File: src/rtl/mux_bus_arbiter_pkg.sv
// Shared types and round-robin search helper
// for the shared-bus multiplexer arbiter.
package mux_arb_pkg;

    typedef enum logic [1:0] {
        IDLE  = 2'd0,
        OWNED = 2'd1,
        YIELD = 2'd2
    } arb_state_t;

    localparam int MAX_SEL = 5;
    localparam int MAX_N   = 1 << MAX_SEL;

    typedef struct packed {
        logic               found;
        logic [MAX_SEL-1:0] index;
    } rr_pick_t;

    // Search order ptr, ptr+1, ... mod n; the
    // lowest offset from ptr wins. Walking the
    // offsets downward lets the last hit stand.
    function automatic rr_pick_t rr_pick(
        input logic [MAX_N-1:0]   request,
        input logic [MAX_SEL-1:0] ptr,
        input int                 n
    );
        rr_pick_t r;
        int       k;
        r = '0;
        for (int i = MAX_N - 1; i >= 0; i--) begin
            if (i < n) begin
                k = (int'(ptr) + i) % n;
                if (request[k]) begin
                    r.found = 1'b1;
                    r.index = MAX_SEL'(k);
                end
            end
        end
        return r;
    endfunction

endpackage

File: src/rtl/mux_bus_arbiter_if.sv
// Request/grant/select bundle between the
// requesters (master) and the arbiter (slave).
interface mux_bus_arbiter_if #(
    parameter int SEL_WIDTH = 2,
    parameter int MAX_BURST = 8
);
    localparam int N  = 1 << SEL_WIDTH;
    localparam int CW = $clog2(MAX_BURST + 1);

    logic [N-1:0]         request;
    logic [N-1:0]         grant;
    logic [SEL_WIDTH-1:0] control_signals;
    logic                 bus_valid;
    logic [CW-1:0]        burst_count;

    modport master (
        output request,
        input  grant,
        input  control_signals,
        input  bus_valid,
        input  burst_count
    );

    modport slave (
        input  request,
        output grant,
        output control_signals,
        output bus_valid,
        output burst_count
    );

endinterface

File: src/rtl/mux_bus_arbiter_rr_priority_encoder.sv
// Combinational round-robin priority encoder:
// first set request at or after ptr, wrapping.
module rr_priority_encoder
    import mux_arb_pkg::*;
#(
    parameter int SEL_WIDTH = 2
) (
    input  logic [(1<<SEL_WIDTH)-1:0] request,
    input  logic [SEL_WIDTH-1:0]      ptr,
    output logic                      valid,
    output logic [SEL_WIDTH-1:0]      index
);
    localparam int N = 1 << SEL_WIDTH;

    rr_pick_t pick;

    // Widen to the helper's fixed size, search, narrow back.
    always_comb begin
        pick  = rr_pick(MAX_N'(request), MAX_SEL'(ptr), N);
        valid = pick.found;
        index = SEL_WIDTH'(pick.index);
    end

endmodule

File: src/rtl/mux_bus_arbiter.sv
// Round-robin owner of a shared mux with burst
// limit and a one-cycle turnaround between owners.
module mux_bus_arbiter
    import mux_arb_pkg::*;
#(
    parameter int SEL_WIDTH = 2,
    parameter int MAX_BURST = 8
) (
    input  logic             clk,
    input  logic             reset_n,
    mux_bus_arbiter_if.slave bus
);
    localparam int N  = 1 << SEL_WIDTH;
    localparam int CW = $clog2(MAX_BURST + 1);

    arb_state_t           state_q, state_d;
    logic [N-1:0]         grant_q, grant_d;
    logic [SEL_WIDTH-1:0] ctrl_q, ctrl_d;
    logic                 valid_q, valid_d;
    logic [CW-1:0]        cnt_q, cnt_d;
    logic [SEL_WIDTH-1:0] ptr_q, ptr_d;

    logic                 win_valid;
    logic [SEL_WIDTH-1:0] win_idx;
    logic [N-1:0]         owner_mask;
    logic                 owner_req;
    logic                 others_req;
    logic                 cnt_max;

    rr_priority_encoder #(
        .SEL_WIDTH (SEL_WIDTH)
    ) u_rr_enc (
        .request (bus.request),
        .ptr     (ptr_q),
        .valid   (win_valid),
        .index   (win_idx)
    );

    // Owner's own request and whether anyone else waits.
    always_comb begin
        owner_mask = N'(1) << ctrl_q;
        owner_req  = |(bus.request & owner_mask);
        others_req = |(bus.request & ~owner_mask);
        cnt_max    = (cnt_q == CW'(MAX_BURST));
    end

    // Next state: arbitrate from idle/turnaround, hold or release when owned.
    always_comb begin
        state_d = state_q;
        grant_d = grant_q;
        ctrl_d  = ctrl_q;
        valid_d = valid_q;
        cnt_d   = cnt_q;
        ptr_d   = ptr_q;
        unique case (state_q)
            IDLE, YIELD: begin
                state_d = IDLE;
                grant_d = '0;
                valid_d = 1'b0;
                cnt_d   = '0;
                if (win_valid) begin
                    state_d = OWNED;
                    grant_d = N'(1) << win_idx;
                    ctrl_d  = win_idx;
                    valid_d = 1'b1;
                    cnt_d   = CW'(1);
                end
            end
            OWNED: begin
                if (!owner_req || (cnt_max && others_req)) begin
                    state_d = YIELD;
                    grant_d = '0;
                    valid_d = 1'b0;
                    cnt_d   = '0;
                    ptr_d   = ctrl_q + SEL_WIDTH'(1);
                end else if (!cnt_max) begin
                    cnt_d = cnt_q + CW'(1);
                end
            end
            default: begin
                state_d = IDLE;
                grant_d = '0;
                valid_d = 1'b0;
                cnt_d   = '0;
            end
        endcase
    end

    // State and registered outputs; reset clears without a turnaround.
    always_ff @(posedge clk or negedge reset_n) begin
        if (!reset_n) begin
            state_q <= IDLE;
            grant_q <= '0;
            ctrl_q  <= '0;
            valid_q <= 1'b0;
            cnt_q   <= '0;
            ptr_q   <= '0;
        end else begin
            state_q <= state_d;
            grant_q <= grant_d;
            ctrl_q  <= ctrl_d;
            valid_q <= valid_d;
            cnt_q   <= cnt_d;
            ptr_q   <= ptr_d;
        end
    end

    assign bus.grant           = grant_q;
    assign bus.control_signals = ctrl_q;
    assign bus.bus_valid       = valid_q;
    assign bus.burst_count     = cnt_q;

endmodule

File: src/flat_wrapper.sv
// flat-port wrapper written by rule: the top's interface ports become plain ports
module mux_bus_arbiter_flat import mux_arb_pkg::*;
#(
    parameter int SEL_WIDTH = 2,
    parameter int MAX_BURST = 8
)
  (clk, reset_n, bus_request, bus_grant, bus_control_signals, bus_bus_valid, bus_burst_count);
  mux_bus_arbiter_if #(.SEL_WIDTH(SEL_WIDTH), .MAX_BURST(MAX_BURST)) bus_i ();
  input  logic clk;
  input  logic reset_n;
  input wire logic [$bits(bus_i.request)-1:0] bus_request;
  output wire logic [$bits(bus_i.grant)-1:0] bus_grant;
  output wire logic [$bits(bus_i.control_signals)-1:0] bus_control_signals;
  output wire logic [$bits(bus_i.bus_valid)-1:0] bus_bus_valid;
  output wire logic [$bits(bus_i.burst_count)-1:0] bus_burst_count;
  assign bus_i.request = bus_request;
  assign bus_grant = bus_i.grant;
  assign bus_control_signals = bus_i.control_signals;
  assign bus_bus_valid = bus_i.bus_valid;
  assign bus_burst_count = bus_i.burst_count;
  mux_bus_arbiter #(.SEL_WIDTH(SEL_WIDTH), .MAX_BURST(MAX_BURST)) u_core (.clk(clk), .reset_n(reset_n), .bus(bus_i));
endmodule
File: config.mk
export PLATFORM = sky130hd
export DESIGN_NAME = mux_bus_arbiter_flat
export DESIGN_NICKNAME = d
export VERILOG_FILES = /design/src/rtl/mux_bus_arbiter_pkg.sv /design/src/rtl/mux_bus_arbiter_if.sv /design/src/rtl/mux_bus_arbiter_rr_priority_encoder.sv /design/src/rtl/mux_bus_arbiter.sv /design/src/flat_wrapper.sv
export SDC_FILE = /design/constraint.sdc
export NUM_CORES = 1
export LEC_CHECK = 0
export ABC_AREA = 1
export CAP_MARGIN = 20
export CORE_MARGIN = 3
export CORE_UTILIZATION = 30
export CTS_BUF_LIST = sky130_fd_sc_hd__clkbuf_8
export CTS_CLUSTER_SIZE = 25
export DETAILED_ROUTE_END_ITERATION = 12
export PLACE_DENSITY = 0.58
export SETUP_SLACK_MARGIN = 0.3
export SYNTH_ARGS = -nofsm -noshare
export SYNTH_HDL_FRONTEND = slang
export SYNTH_HIERARCHICAL = 1
export SYNTH_SLANG_ARGS = --single-unit
File: constraint.sdc
create_clock -name clk -period 1.75 [get_ports clk]
set_clock_uncertainty 0.1 [all_clocks]
set_input_delay 0.35 -clock clk [delete_from_list [all_inputs] [get_ports clk]]
set_output_delay 0.35 -clock clk [all_outputs]
set_load 0.05 [all_outputs]
==> After elaboration in Yosys (flattened, before gate mapping) <==
Cells that the tools add are included.
{ "totals": {"regBits": 15, "output_inout_bits": 11} }
{ "op_classes": {"n_addsub": 5, "order_cmp": 4, "n_eq_ne": 5, "shifts": 2, "muxes": 28, "bitwise_logic": 6, "n_reduce_logical": 12} }
{ "op_table": {"columns": ["cell", "n"], "rows": [
  ["6-bit 2-to-1 mux", 4],
  ["3-bit by 7-bit < comparator with 1-bit output (second input constant)", 3],
  ["4-bit 2-to-1 mux", 4],
  ["4-bit one-hot mux with 2 select lines", 2],
  ["1-bit 2-to-1 mux", 11],
  ["1-bit binary-select mux with 3-bit select", 3],
  ["4-bit bitwise AND", 2],
  ["2-bit OR reduction", 4],
  ["4-bit OR reduction", 2],
  ["1-bit by 2-bit << shifter with 4-bit output (first input constant)", 2],
  ["2-bit by 6-bit < comparator with 1-bit output (second input constant)", 1],
  ["2-bit by 1-bit adder with 2-bit output (second input constant)", 2],
  ["2-bit adder (second input constant)", 2],
  ["4-bit by 1-bit adder with 4-bit output (second input constant)", 1],
  ["4-bit == test (second input constant)", 1],
  ["4-bit NOT", 1],
  ["2-bit one-hot mux with 2 select lines", 1],
  ["2-bit AND reduction", 2],
  ["1-bit bitwise AND (first input constant)", 3],
  ["3-bit != test (second input constant)", 1],
  ["1-bit binary-select mux with 2-bit select", 1],
  ["2-bit by 1-bit == test with 1-bit output (second input constant)", 1],
  ["2-bit == test (second input constant)", 1],
  ["2-bit zero test", 1],
  ["6 further kinds", 6]
]} }

==> Longest topological paths before layout <==
{ "logic_depth": {"depth_word": 13, "mapped_depth": 13, "ltp_nobuf": 12} }

==> Cells and area by module <==
The synthesis kept the hierarchy.
{ "modules_own_cells": {"columns": ["module", "n_inst", "cells_per_inst", "area_each_um2", "seq_area_each_um2"], "rows": [
  ["mux_bus_arbiter", 1, 87, 740.7, 350.3],
  ["rr_priority_encoder", 1, 42, 192.7, 0.0]
]} }

==> Least setup slack after synthesis <==
OpenSTA, ideal clock, no wires.
{ "synth_path": {"path_kind": "register to register", "startpoint": "register u_core.ctrl_q[0], in the netlist u_core/bus.control_signals[0]", "endpoint": "register u_core.cnt_q[0], in the netlist u_core/bus.burst_count[0]", "setup_ns": 0.119, "arrival_time_ns": 1.595, "setup_slack_ns": -0.063, "path_stages_with_launch": 9, "path_buffers": 0, "synth_period_minus_slack_ns": 1.813, "cell_sequence": "dfrtp_1 > inv_1 > ha_1 > nand2_1 > nand4_1 > nand3_4 > clkinv_4 > nand3_1 > nand2_1"} }
{ "synth_between": {"elab_chain_len": 8, "elab_cells_between_ends": 12, "classes_between": "eq/ne (1); shift (1); mux (2); bitwise (3); reduce/logical (5)"} }
{ "synth_lines": {"columns": ["element", "line_no", "text"], "rows": [
  ["from (decl)", "mux_bus_arbiter.sv:18", "logic [SEL_WIDTH-1:0] ctrl_q, ctrl_d;"],
  ["from (signal assigned)", "mux_bus_arbiter.sv:101", "ctrl_q <= ctrl_d;"],
  ["1-bit by 2-bit << shifter with 4-bit output *", "mux_bus_arbiter.sv:41", "owner_mask = N'(1) << ctrl_q;"],
  ["4-bit NOT", "mux_bus_arbiter.sv:43", "others_req = |(bus.request & ~owner_mask);"],
  ["4-bit bitwise AND", "mux_bus_arbiter.sv:43", null],
  ["4-bit OR reduction", "mux_bus_arbiter.sv:43", null],
  ["1-bit logical AND", "mux_bus_arbiter.sv:70", "if (!owner_req || (cnt_max && others_req)) begin"],
  ["1-bit logical OR *", "mux_bus_arbiter.sv:70", null],
  ["4-bit 2-to-1 mux", "mux_bus_arbiter.sv:70", null],
  ["4-bit one-hot mux with 2 select lines", "mux_bus_arbiter.sv:55", "unique case (state_q)"],
  ["to (signal assigned)", "mux_bus_arbiter.sv:103", "cnt_q <= cnt_d;"],
  ["to (decl)", "mux_bus_arbiter.sv:20", "logic [CW-1:0] cnt_q, cnt_d;"]
]} }
Every way passes the cells marked *; elsewhere a longest branch is shown, timed or not.
A chain may end at the register's enable or synchronous reset.

==> Worst setup path in the final report <==
{ "layout_path": {"startpoint": "register u_core.ctrl_q[1], in the netlist u_core/bus.control_signals[1]", "endpoint": "register u_core.cnt_q[0], in the netlist u_core/bus.burst_count[0]"} }
The elaborated chain is that of the path after synthesis.

==> run_results.csv <==
group,metric,value,unit
status,outcome,"complete, no violations",
synthesis,synthCells,129,
finish,final_util,52.4,%
die,die-area,0.00382,sq mm
clocking,cts-htree-levels,1,
timing,fmax,600,MHz
synthesis,muxShareOfSynthArea,0,%
timing,tightest_slew,0.420,ns
critical_path,startpoint,"u_core/bus.control_signals[1]",
die,core,0.00285,sq mm
finish,n_antenna_cell,0,
clocking,clock_latency,0.25,ns
global_routing,grt_pass1_wl,4200,microns
finish,final_nets,179,
timing,finalHoldViolCount,0,
pwr,total_power,2.99,mW
clocking,cts_sinks,14,
place,dp_hpwl,1740,microns
synthesis,yosys.area_share.simple,39.1,%
synthesis,synth_xor_area_share,1.88,%
synthesis,syn_avg_cell_area,7.24,sq um
clocking,cts_hold_buffers,0,
critical_path,critPathLaunchType,"flop",
pwr,ir_drop,828,uV
finish,syn2layout_area_growth,60.1,%
critical_path,crit_required,1.78,ns
detailed_routing,drt-total-wl,2410,microns
clocking,cts_root_buffer,"clkbuf_8",
critical_path,cp.arrival,1.70,ns
timing,setup-tns-final,0,ns
global_routing,antenna_found_initial,0,
synthesis,yosys_warnings,6,
detailed_routing,dr.pass1.iters,4,
timing,rsz0062_at_grt,"true",
detailed_routing,avgViaCountPerCell,4.66,
place,portBuffers,16,
synthesis,yosys.area_share.adder,8.04,%
detailed_routing,drcViolationCount,0,
timing,timing.final.crit_share,95.2,%
synthesis,ys_seq_area_share,37.5,%
synthesis,synth_area,933,sq um
global_routing,grt_max_degree,15,
synthesis,ys_ff_latch,14,
critical_path,reg2regPathDepth,11,
timing,slew_headroom,71.9,%
synthesis,synth_compound_area_share,4.69,%
detailed_routing,postRouteAntennaNets,0,
synthesis,syn-num-nets,141,
run,drv_cap,0,
pwr,power_density,2000,mW/mm^2
finish,drive_gt1_share,48.2,%
synthesis,synth_top_family_by_area,"simple AND/OR/NAND/NOR gates",
critical_path,rr_startpoint,"u_core/bus.control_signals[1]",
clocking,cts_buffer_depth,2,
die,die_width,61.8,microns
global_routing,grt_overflow_total,0,
global_routing,globalRouteTotalUtil,14.8,%
critical_path,ff2ff_setup_slack,0.08,ns
timing,min_period,1.67,ns
die,io_pins,17,
clocking,cts_tree,"yes",
worst_hold_path,holdCritPathClass,"in2async",
pwr,p_leak,0.737,nW
finish,final.fill_count,280,
clocking,cts_made_buffers,3,
timing,holdWs,0.317,ns
critical_path,rr_endpoint,"u_core/bus.burst_count[0]",
critical_path,crit_path_end_kind,"flop",
critical_path,path_max_fanout,6,
clocking,clkTransAtPathRegs,0.06,ns
critical_path,critPathMostFrequentCell,"nand2_1",
synthesis,postSynth.asyncResetShare,100,%
detailed_routing,vias,918,
die,die_h,61.8,microns
critical_path,cp_slowest_stage_delay,0.42,ns
synthesis,synth_edf_count,0,
critical_path,worstPathCellList,"buf_6 > ha_2 > inv_1 > nand2_1 > nand2_2 > o21ai_4 > nand3_4 > clkinv_4 > nand2_2 > nand2_1 > nand2_1",
detailed_routing,post_drt_wl_per_cell,12.2,microns
timing,setup_violations,0,
die,start_util,32.7,%
place,gp_congestion,0.762,
synthesis,synth_cell_types,23,
critical_path,worstSetupPathType,"reg2reg",
global_routing,grt_pass1_vias,940,
synthesis,synth-main-ff-cell,"dfrtp_1",
detailed_routing,drt_iter0_markers,19,
critical_path,slowest_stage,"dfrtp_2",
timing,final_max_slew_viol_count,0,
die,row_count,19,
## Yosys cell counts, types with 2 or more instances
cell,count,area share (%)
o21ai_0,3,1.6
nand2_2,4,2.7
nand4_1,2,1.3
inv_1,13,5.2
o21ai_1,3,1.6
ha_1,6,8.0
dfrtp_1,14,38
nand3_1,10,5.4
nor2_1,4,1.6
nand2_1,57,23
## cell usage in the layout (no fill, tap or decap), types with 5 or more instances in the layout
| cell type | synthesis | routed |
|---|---|---|
| dfrtp_2 | 0 | 5 |
| inv_1 | 13 | 7 |
| nand2_1 | 57 | 41 |
| buf_12 | 0 | 6 |
| nand3_1 | 10 | 10 |
| dfrtp_1 | 14 | 9 |
| nand2_2 | 4 | 19 |
| buf_4 | 0 | 19 |
| inv_2 | 1 | 5 |
## cell type report
cell class                 instances  area, sq um  share of cell area, %
clock buffer                       4         55.1                   3.69
inverter                          16         75.1                   5.03
multi-input combinational         98          616                   41.2
sequential                        14          357                   23.9
tap                               31         38.8                   2.60
timing repair buffer              34          353                   23.6
## critical path, delay by kind of cell (launching register included)
family,cells,cell delay [ns]
AOI/OAI and AO/OA,1,0.21
buffers and inverters,3,0.25
adders and majority gates,1,0.16
DFF,1,0.42
and+or+nand+nor,6,0.41
## cell families after synthesis
kind of cell,Yosys count
xor+xnor,2
flops,14
compound gates,8
simple gates,82
buf+inv,17
fa+ha+maj,6
## routing by layer
metal | vias to the layer above | wire length, microns | global-route usage, %
met5 | - | 0 | 0
met4 | 0 | 26 | 5.45
met3 | 2 | 35 | 1.86
met2 | 8 | 1340 | 27.1
met1 | 432 | 1000 | 17.7
li1 | 476 | - | -
## timing repair
item | 4_1_cts | 5_1_grt
endpoints found under the setup margin | 14 | 16
buffers inserted | 8 | 1
pin swaps | 9 | 13
gates resized for setup | 26 | 24
## sequential cells by signal (all words and copies together) (netlist names)
register / cells
u_core/bus.control_signals: 2
u_core/bus.grant: 4
u_core/bus.burst_count: 4
u_core/ptr_q: 2
u_core/state_q: 2
## worst max path at each step
stage                                 to  slack (ns)  cells after the start
5_1_grt        u_core/bus.burst_count[0]       0.007                     11
6_report       u_core/bus.burst_count[0]        0.08                     11
3_3_place_gp         u_core/bus.grant[0]       -0.14                      9
2_1_floorplan  u_core/bus.burst_count[0]         0.1                     11
4_1_cts        u_core/bus.burst_count[0]        0.13                     11
3_5_place_dp         u_core/bus.grant[0]       -0.18                      9
## metrics by stage
stage,setup WS [ns],cells,cell area (sq um)
floorplan,0.0985,129,938
global placement,-0.137,184,1230
detailed placement,-0.177,184,1230
CTS,0.127,196,1420
global route,0.00689,197,1490
finish,0.0840,197,1490
## report_power, final
group	internal, mW	leakage (nW)	switching [mW]	total, mW
clock network	0.199	0.0288	0.120	0.319
registers	0.458	0.175	0.133	0.591
logic	0.884	0.533	1.19	2.08
total	1.54	0.737	1.45	2.99
(Power assumes the default switching activity.)
